$ cat src/rtl/board_rst_seq.sv
// Board reset sequencer: holds all domains in reset, waits for a filtered
// PLL lock, then releases domains one by one with a fixed stagger.
// Optional macro BOARD_RST_SWREQ_EN enables the software reset request in RUN.
module board_rst_seq #(
   parameter int NUM_DOMAINS = 3,
   parameter int HOLD_MIN    = 32,
   parameter int LOCK_FILT   = 16,
   parameter int STAGGER     = 8
) (
   input  logic                   clk_i,
   input  logic                   rst_ni,
   input  logic                   locked_i,
   input  logic                   prog_mode_i,
   input  logic                   sw_rst_req_i,
   output logic [NUM_DOMAINS-1:0] rst_no,
   output logic                   ready_o,
   output logic [1:0]             cause_o
);

   localparam int HW  = $clog2(HOLD_MIN + 1);
   localparam int FW  = $clog2(LOCK_FILT + 1);
   localparam int STW = $clog2(STAGGER + 1);
   localparam int IW  = (NUM_DOMAINS > 1) ? $clog2(NUM_DOMAINS) : 1;

   typedef enum logic [1:0] {
      HOLD,
      WAIT_LOCK,
      RELEASE,
      RUN
   } state_t;

   state_t                 state;
   logic [1:0]             sync;
   logic                   lk;
   logic                   prog_q;
   logic                   prog_fall;
   logic                   prog_force;
   logic                   lk_loss;
   logic                   sw_go;
   logic                   hold_req;
   logic [1:0]             hold_cause;
   logic [NUM_DOMAINS-1:0] rel;
   logic                   ready_q;
   logic [HW-1:0]          hold_cnt;
   logic [FW-1:0]          filt_cnt;
   logic [STW-1:0]         stag_cnt;
   logic [IW-1:0]          idx;

   assign lk         = sync[1];
   assign prog_fall  = prog_q & ~prog_mode_i;
   assign prog_force = prog_mode_i | prog_q;
   assign lk_loss    = ~lk & ((state == RELEASE) || (state == RUN));

`ifdef BOARD_RST_SWREQ_EN
   assign sw_go = sw_rst_req_i & (state == RUN);
`else
   logic unused_sw;
   assign unused_sw = sw_rst_req_i;
   assign sw_go     = 1'b0;
`endif

   // Return-to-HOLD request with cause priority: lock loss, prog end, software
   always_comb begin
      hold_req   = 1'b0;
      hold_cause = cause_o;
      if (lk_loss) begin
         hold_req   = 1'b1;
         hold_cause = 2'b01;
      end else if (prog_fall) begin
         hold_req   = 1'b1;
         hold_cause = 2'b10;
      end else if (sw_go) begin
         hold_req   = 1'b1;
         hold_cause = 2'b11;
      end
   end

   // Lock synchroniser, prog-mode edge detect and the sequencing FSM
   always_ff @(posedge clk_i) begin
      if (!rst_ni) begin
         sync     <= '0;
         prog_q   <= 1'b0;
         state    <= HOLD;
         rel      <= '0;
         ready_q  <= 1'b0;
         cause_o  <= 2'b00;
         hold_cnt <= '0;
         filt_cnt <= '0;
         stag_cnt <= '0;
         idx      <= '0;
      end else begin
         sync   <= {sync[0], locked_i};
         prog_q <= prog_mode_i;
         if (hold_req) begin
            state    <= HOLD;
            rel      <= '0;
            ready_q  <= 1'b0;
            cause_o  <= hold_cause;
            hold_cnt <= '0;
            filt_cnt <= '0;
            stag_cnt <= '0;
            idx      <= '0;
         end else begin
            case (state)
               HOLD: begin
                  if (hold_cnt == HW'(HOLD_MIN - 1)) begin
                     state    <= WAIT_LOCK;
                     hold_cnt <= '0;
                  end else begin
                     hold_cnt <= hold_cnt + 1'b1;
                  end
               end
               WAIT_LOCK: begin
                  if (!lk) begin
                     filt_cnt <= '0;
                  end else if (filt_cnt == FW'(LOCK_FILT - 1)) begin
                     state    <= RELEASE;
                     filt_cnt <= '0;
                     stag_cnt <= '0;
                     idx      <= '0;
                  end else begin
                     filt_cnt <= filt_cnt + 1'b1;
                  end
               end
               RELEASE: begin
                  if (stag_cnt != '0) begin
                     stag_cnt <= stag_cnt - 1'b1;
                  end else begin
                     rel[idx] <= 1'b1;
                     stag_cnt <= STW'(STAGGER - 1);
                     if (idx == IW'(NUM_DOMAINS - 1)) begin
                        state   <= RUN;
                        ready_q <= 1'b1;
                     end else begin
                        idx <= idx + 1'b1;
                     end
                  end
               end
               RUN: begin
                  state <= RUN;
               end
               default: begin
                  state <= HOLD;
               end
            endcase
         end
      end
   end

   // CPU domain held in reset while programming mode is requested
   always_comb begin
      rst_no = rel;
      if (prog_force) begin
         rst_no[NUM_DOMAINS-1] = 1'b0;
      end
   end

   assign ready_o = ready_q & ~prog_force;

endmodule

$ cat config.mk
export PLATFORM = sky130hd
export DESIGN_NAME = board_rst_seq
export DESIGN_NICKNAME = d
export VERILOG_FILES = /design/src/rtl/board_rst_seq.sv
export SDC_FILE = /design/constraint.sdc
export NUM_CORES = 1
export LEC_CHECK = 0
export CORE_MARGIN = 1.5
export CORE_UTILIZATION = 50
export CTS_BUF_LIST = sky130_fd_sc_hd__clkbuf_2 sky130_fd_sc_hd__clkbuf_4 sky130_fd_sc_hd__clkbuf_8
export DETAILED_ROUTE_END_ITERATION = 8
export PLACE_DENSITY = 0.7
export SETUP_SLACK_MARGIN = 0.5
export SLEW_MARGIN = 10
export SYNTH_ARGS = -nofsm -noshare
export SYNTH_HDL_FRONTEND = slang
export SYNTH_SLANG_ARGS = --single-unit
export TNS_END_PERCENT = 100
$ cat constraint.sdc
create_clock -name clk_i -period 1.9 [get_ports clk_i]
set_input_delay 0.38 -clock clk_i [delete_from_list [all_inputs] [get_ports clk_i]]
set_output_delay 0.38 -clock clk_i [all_outputs]
set_load 0.02 [all_outputs]
==> impl_metrics.csv, run 1 <==
group,metric,value,unit
sta,setup_viol,0,
setup_path,critPathRequiredTime,2.15,ns
clock_tree,root_buffer,"clkbuf_4",
run,cap_viol_max_count,0,
die,std_cell_rows,18,
drt,drc,0,
placed_design,dpl_cell_area,1450,µm²
finish,area_growth,21.2,%
outcome,status,"finished clean",
yosys,avgSynthCellArea,9.01,µm²
clock_tree,insertion_delay,0.34,ns
setup_path,cp_max_fo,5,
worst_hold_path,min_path_type,"flip-flop to flip-flop",
yosys,yosysUniqueCellTypes,41,
sta,final.min_clock_period,1.41,ns
yosys,yosys_warnings,0,
finish,ff_latch_area,574,µm²
die,die-width,54.7,µm
drt,vias,1077,
yosys,ys_top_cells_by_area,"dfxtp_1, a21oi_1, ha_1, nor2_1, nand2_1",
yosys,yosysMostFrequentCell,"dfxtp_1",
global_route,gr-total-overflow,0,
finish,layout.nets,178,
pwr,p_sw,219,µW
global_route,grt_max_degree,17,
sta,min_period_over_period,74.2,%
clock_tree,holdBufCountCts,0,
die,num_io_pins,11,
drt,ant_nets,0,
finish,final_cells,196,
yosys,synth_flop_cell,"dfxtp_1",
yosys,yosysTopAreaCell,"dfxtp_1",
drt,routedWlPerCell,13.5,µm
global_route,antenna_found_initial,0,
drt,top_layer_used,"met4",
die,start_util,53.4,%
yosys,ys_seq_area_share,42.0,%
pwr,p_per_area,652,nW/µm²
placed_design,numPortBuffers,9,
clock_tree,cts_tree,"done",
drt,dr.pass1.iters,4,
yosys,synth_seq_cells,28,
sta,finalHoldViolCount,0,
sta,hold-worst-slack,0.453,ns
sta,drv_slew,0,
placed_design,place_congestion,0.753,
sta,tightestPinTransition,0.265,ns
drt,met2_length,1320,µm
pwr,p_seq_share,57.4,%
global_route,grt_pass1_wl,3990,µm
yosys,synth_top_area_share,42.0,%
global_route,first_global_vias,962,
sta,relSlewSlack,82.4,%
drt,wl_met1,1220,µm
drt,viasPerCell,5.49,
pwr,irDropWorstVdd,0.000545,V
finish,final_area,1620,µm²
sta,rsz0062_at_grt,"yes",
clock_tree,numCtsBuffers,3,
finish,drive_gt1_share,34.9,%
yosys,synth_edf_count,0,
setup_path,cp-start-kind,"flip-flop",
setup_path,cp.arrival,1.66,ns
finish,multiInputGateArea,769,µm²
yosys,synth.net_count,159,
sta,fin_skew,0.00399,ns
setup_path,critPathKind,"flip-flop to flip-flop",
die,die-area,2990,µm²
drt,first_iter_violations,12,
die,chipHeight,54.7,µm
clock_tree,cts.clk_slew.worst_paths,0.16,ns
yosys,syn-cell-area,1330,µm²
die,coreArea,2500,µm²
clock_tree,cts_sinks,28,
pwr,p_leak,0.000642,µW
placed_design,place_inst,186,
drt,routed-wl-met3,71,µm
global_route,grt_use_total,18.3,%
clock_tree,clk_path_buf_depth,2,
pwr,p_sw_share,20.8,%
finish,diodes,0,
pwr,clockPowerShare,38.0,%
yosys,netlist_instances,148,
clock_tree,htree_levels,1,
placed_design,dp_hpwl,1750,µm
yosys,async_reset_ff_share,0,%
finish,fill_cells,221,
pwr,power.internal,835,µW
yosys,yosys-top-cells-count,"dfxtp_1, a21oi_1, nor2_1",
pwr,pwr-share-comb,4.6,%
drt,wl,2640,µm
sta,max_freq,709,MHz
setup_path,critPathCaptureType,"flip-flop",
power groups by stage:
| stage | Clock, µW | Combinational, µW | Sequential (µW) |
|---|---|---|---|
| after global routing | 419 | 54.4 | 607 |
| after global placement | 0 | 46.5 | 616 |
| after CTS | 402 | 47.6 | 605 |
| final | 401 | 48.0 | 605 |
| after detailed placement | 0 | 48.2 | 617 |
| after floorplan | 0 | 24.5 | 616 |
layer usage:
layer / vias up / track usage (%)
met5: - / 0
li1: 555 / -
met2: 18 / 31.2
met1: 500 / 22.9
met3: 4 / 2.73
met4: 0 / 7.50
final timing paths:
check,depth (start not counted),slack (ns),start,end
min reg2reg,1,0.45,sync[0],sync[1]
max,6,0.49,stag_cnt[0],stag_cnt[0]
min,1,0.45,sync[0],sync[1]
max reg2reg,6,0.49,stag_cnt[0],stag_cnt[0]
cell families (layout without fill, tap and decap cells):
| kind of cell | count (synthesis) | after routing | share of synthesized area (%) |
|---|---|---|---|
| simple gates | 66 | 66 | 30.0 |
| compound gates | 32 | 32 | 14.4 |
| flops | 28 | 28 | 42.0 |
| buf+inv | 13 | 31 | 5.82 |
| fa+ha+maj | 6 | 6 | 5.63 |
| xor+xnor | 2 | 2 | 1.31 |
| mux | 1 | 1 | 0.750 |
metrics by stage:
stage	utilization [%]	setup TNS [ns]	total power [µW]	worst slack [ns]
4_1_cts	62.4	0	1050	0.481
2_1_floorplan	-	0	641	0.510
6_report	64.7	0	1050	0.490
5_1_grt	64.7	0	1080	0.428
3_5_place_dp	58.1	-0.239	665	-0.140
3_3_place_gp	58.1	-0.202	663	-0.105
state kept, by name (all words and copies together), names as in the netlist:
register	count
hold_cnt	6
stag_cnt	4
rel	3
state	2
prog_q	1
sync	2
idx	2
cause_o	2
filt_cnt	5
ready_q	1
timing repair:
action	in CTS	in global routing
endpoints found under the setup margin	20	18
pin swaps	2	6
setup buffers	4	2
gates resized for setup	35	19
layout make-up:
| class | instances | share of cell area, % |
|---|---|---|
| sequential | 28 | 35.5 |
| clock inverter | 1 | 1.86 |
| tap | 30 | 2.32 |
| multi-input combinational | 107 | 47.6 |
| inverter | 6 | 1.39 |
| clock buffer | 3 | 1.39 |
| timing repair buffer | 21 | 9.91 |
critical path, cell delays in order, from the launching register on:
cell	delay, ns
dfxtp_2	0.36
inv_1	0.05
ha_4	0.17
and4bb_2	0.27
and2b_2	0.26
a211oi_2	0.15
nor2_1	0.06
placed cells by master, fill, tap and decap left out, types with 2 or more instances in the layout:
cell type and n:
ha_1 4, clkbuf_4 3, inv_1 5, nand2_1 10, dfxtp_2 11, nand2b_1 3
buf_4 14, xor2_1 2, nand3b_1 3, clkbuf_2 3, clkdlybuf4s50_1 2, and2_1 3
nor3b_2 2, o21ai_0 4, a21oi_1 14, nand4_1 4, ha_4 2, nand3_1 5
nor2_1 14, nor3_1 2, a31oi_1 5, nor2b_1 2, a21oi_2 5, dfxtp_1 17
No activity file was read; power rests on OpenSTA's default activity.
==> inputs of run 2 (changes only) <==
- clock period: 1.9 -> 1.3 ns (I/O delays scaled with it)
==> run 2 against run 1 <==
  * The flow now finishes with violations (setup timing)
  * Maximum frequency shrank 0.28%
  * Sequential power grew 45%
  * Total power is 33% higher
  * Register-to-register slack worse by 0.60 ns
  * Non-clock buffer count rose by 24
  * Clock skew rose by 0.0021 ns
  * Global-route usage increased by 4.5 points
  * Utilization is 15 points higher
  * Die area stayed put
  * Cell area is 24% higher
  * Clock power rose by 6.5%
  * Combinational power rose by 100%
  * Largest cell class unchanged
  * Largest power group unchanged
  * Highest routed layer unchanged
==> impl_metrics.csv, run 2 (synthesis gave the netlist of run 1 again) <==
group,metric,value,unit
outcome,status,"finished with violations",
outcome,violations,"setup timing",
placed_design,numPortBuffers,9,
clock_tree,holdBufCountCts,0,
drt,first_iter_violations,23,
pwr,irDropWorstVdd,0.000667,V
global_route,grtUsageMet3,3.28,%
worst_hold_path,min_path_type,"input pin to flip-flop",
setup_path,cp-start-kind,"flip-flop",
die,die-width,54.7,µm
clock_tree,htree_levels,1,
sta,setup_viol,12,
finish,layout.nets,202,
setup_path,reg2reg_slack,-0.11,ns
finish,fill_cells,152,
run,cap_viol_max_count,0,
placed_design,place_congestion,0.703,
setup_path,critPathCaptureType,"flip-flop",
sta,drv_slew,0,
placed_design,dp_hpwl,2070,µm
finish,largest_reg_flops,6,
clock_tree,insertion_delay,0.33,ns
drt,ant_nets,0,
placed_design,place_inst,196,
sta,max_freq,707,MHz
pwr,p_leak,0.000807,µW
clock_tree,cts_tree,"done",
global_route,busiest_layer,"met2",
clock_tree,cts.clk_slew.worst_paths,0.15,ns
drt,drc,0,
drt,viasPerCell,5.62,
sta,finalHoldViolCount,0,
drt,wl,3500,µm
die,die-area,2990,µm²
clock_tree,cts_sinks,28,
setup_path,ff2ff_path_depth,6,
global_route,grt.met1_usage,26.6,%
sta,fin_skew,0.00610,ns
setup_path,cp.arrival,1.66,ns
setup_path,critPathKind,"flip-flop to flip-flop",
die,std_cell_rows,18,
sta,final.min_clock_period,1.41,ns
sta,rsz0062_at_grt,"yes",
placed_design,dpl_cell_area,1620,µm²
drt,vias,1237,
global_route,use_met2,40.7,%
die,chipHeight,54.7,µm
die,num_io_pins,11,
finish,area_growth,50.1,%
setup_path,critPathRequiredTime,1.55,ns
finish,drive_gt1_share,56.8,%
finish,diodes,0,
sta,hold-worst-slack,0.289,ns
finish,final_cells,220,
setup_path,cp_max_fo,3,
die,coreArea,2500,µm²
global_route,first_global_vias,1160,
clock_tree,numCtsBuffers,3,
drt,routedWlPerCell,15.9,µm
die,start_util,53.4,%
finish,final_common_cell,"buf_4",
global_route,antenna_found_initial,0,
drt,dr.pass1.iters,4,
sta,tightestPinTransition,0.290,ns
finish,mostFrequentLayoutCells,"buf_4, buf_6, dfxtp_1",
finish,multiInputGateArea,910,µm²
sta,relSlewSlack,80.6,%
global_route,grt_max_degree,16,
finish,ff_latch_area,586,µm²
clock_tree,clk_path_buf_depth,2,
finish,reg_top3,"hold_cnt: 6 flops, filt_cnt: 5 flops, stag_cnt: 4 flops",
sta,setup_ws,-0.114,ns
pwr,p_per_area,700,nW/µm²
global_route,grt_pass1_wl,4910,µm
worst_hold_path,holdPathStages,3,
sta,min_period_over_period,109,%
clock_tree,root_buffer,"clkbuf_4",
global_route,gr-total-overflow,0,
global_route,grt_use_total,22.8,%
finish,regMostFlops,"hold_cnt",
finish,final_area,2000,µm²
==> run 2: cell count changes in the layout (fill, tap and decap cells not counted), moves of 3 or more <==
cell      before  now
a21oi_2        5   13
nand2_1       10    7
nand2_2        0    3
buf_4         14   25
dfxtp_1       17   14
buf_6          0   17
dfxtp_4        0    3
a21oi_1       14    5
clkbuf_2       3    0
==> run 2: metal layers <==
layer  routed length [µm]  share of wire [%]  vias up
met3                  107                3.1       10
met4                   77                2.2        0
met5                    0                  0        -
met1                 1560                 45      595
li1                     -                  -      606
met2                 1750                 50       26
==> run 2: per-stage QoR <==
| stage | total power, µW | TNS (ns) | util (%) | worst slack [ns] |
|---|---|---|---|---|
| final | 1400 | -0.627 | 80.1 | -0.114 |
| after global placement | 977 | -7.30 | 64.6 | -0.559 |
| after global routing | 1460 | -1.60 | 80.1 | -0.189 |
| after floorplan | 942 | 0 | - | 0.00389 |
| after detailed placement | 980 | -8.35 | 64.6 | -0.591 |
| after CTS | 1400 | -0.317 | 73.7 | -0.0606 |
==> run 2: cell type report <==
type	count	area share [%]
flip-flops and latches	28	29.3
clock buffers	4	1.81
well taps	30	1.88
repair buffers	45	20.5
inverters	6	1.13
multi-input cells	107	45.4
==> run 2: report_power, final <==
| part | switching, µW | leakage [µW] | internal, µW | total [µW] |
|---|---|---|---|---|
| combinational | 48.8 | 0.000552 | 46.9 | 95.8 |
| sequential | 13.0 | 0.000235 | 867 | 880 |
| clock | 255 | 0.0000210 | 172 | 427 |
| total | 316 | 0.000807 | 1090 | 1400 |
==> run 2: critical path, cell delays in order, from the launching register on <==
cell and delay (ns):
dfxtp_2 0.36, ha_4 0.15, and4b_2 0.23, buf_4 0.16, a22oi_2 0.21, nand3b_4 0.17, a21oi_2 0.05
==> run 2: repair_timing <==
action | 4_1_cts | 5_1_grt
setup buffers | 14 | 6
pin swaps | 7 | 15
resized for setup | 62 | 30
setup endpoints to repair | 31 | 32
gates cloned | 0 | 0
==> run 2: worst paths after layout <==
path               start     endpoint
max          filt_cnt[0]       idx[1]
min               rst_ni  filt_cnt[4]
max reg2reg  filt_cnt[0]       idx[1]
min reg2reg      sync[0]      sync[1]
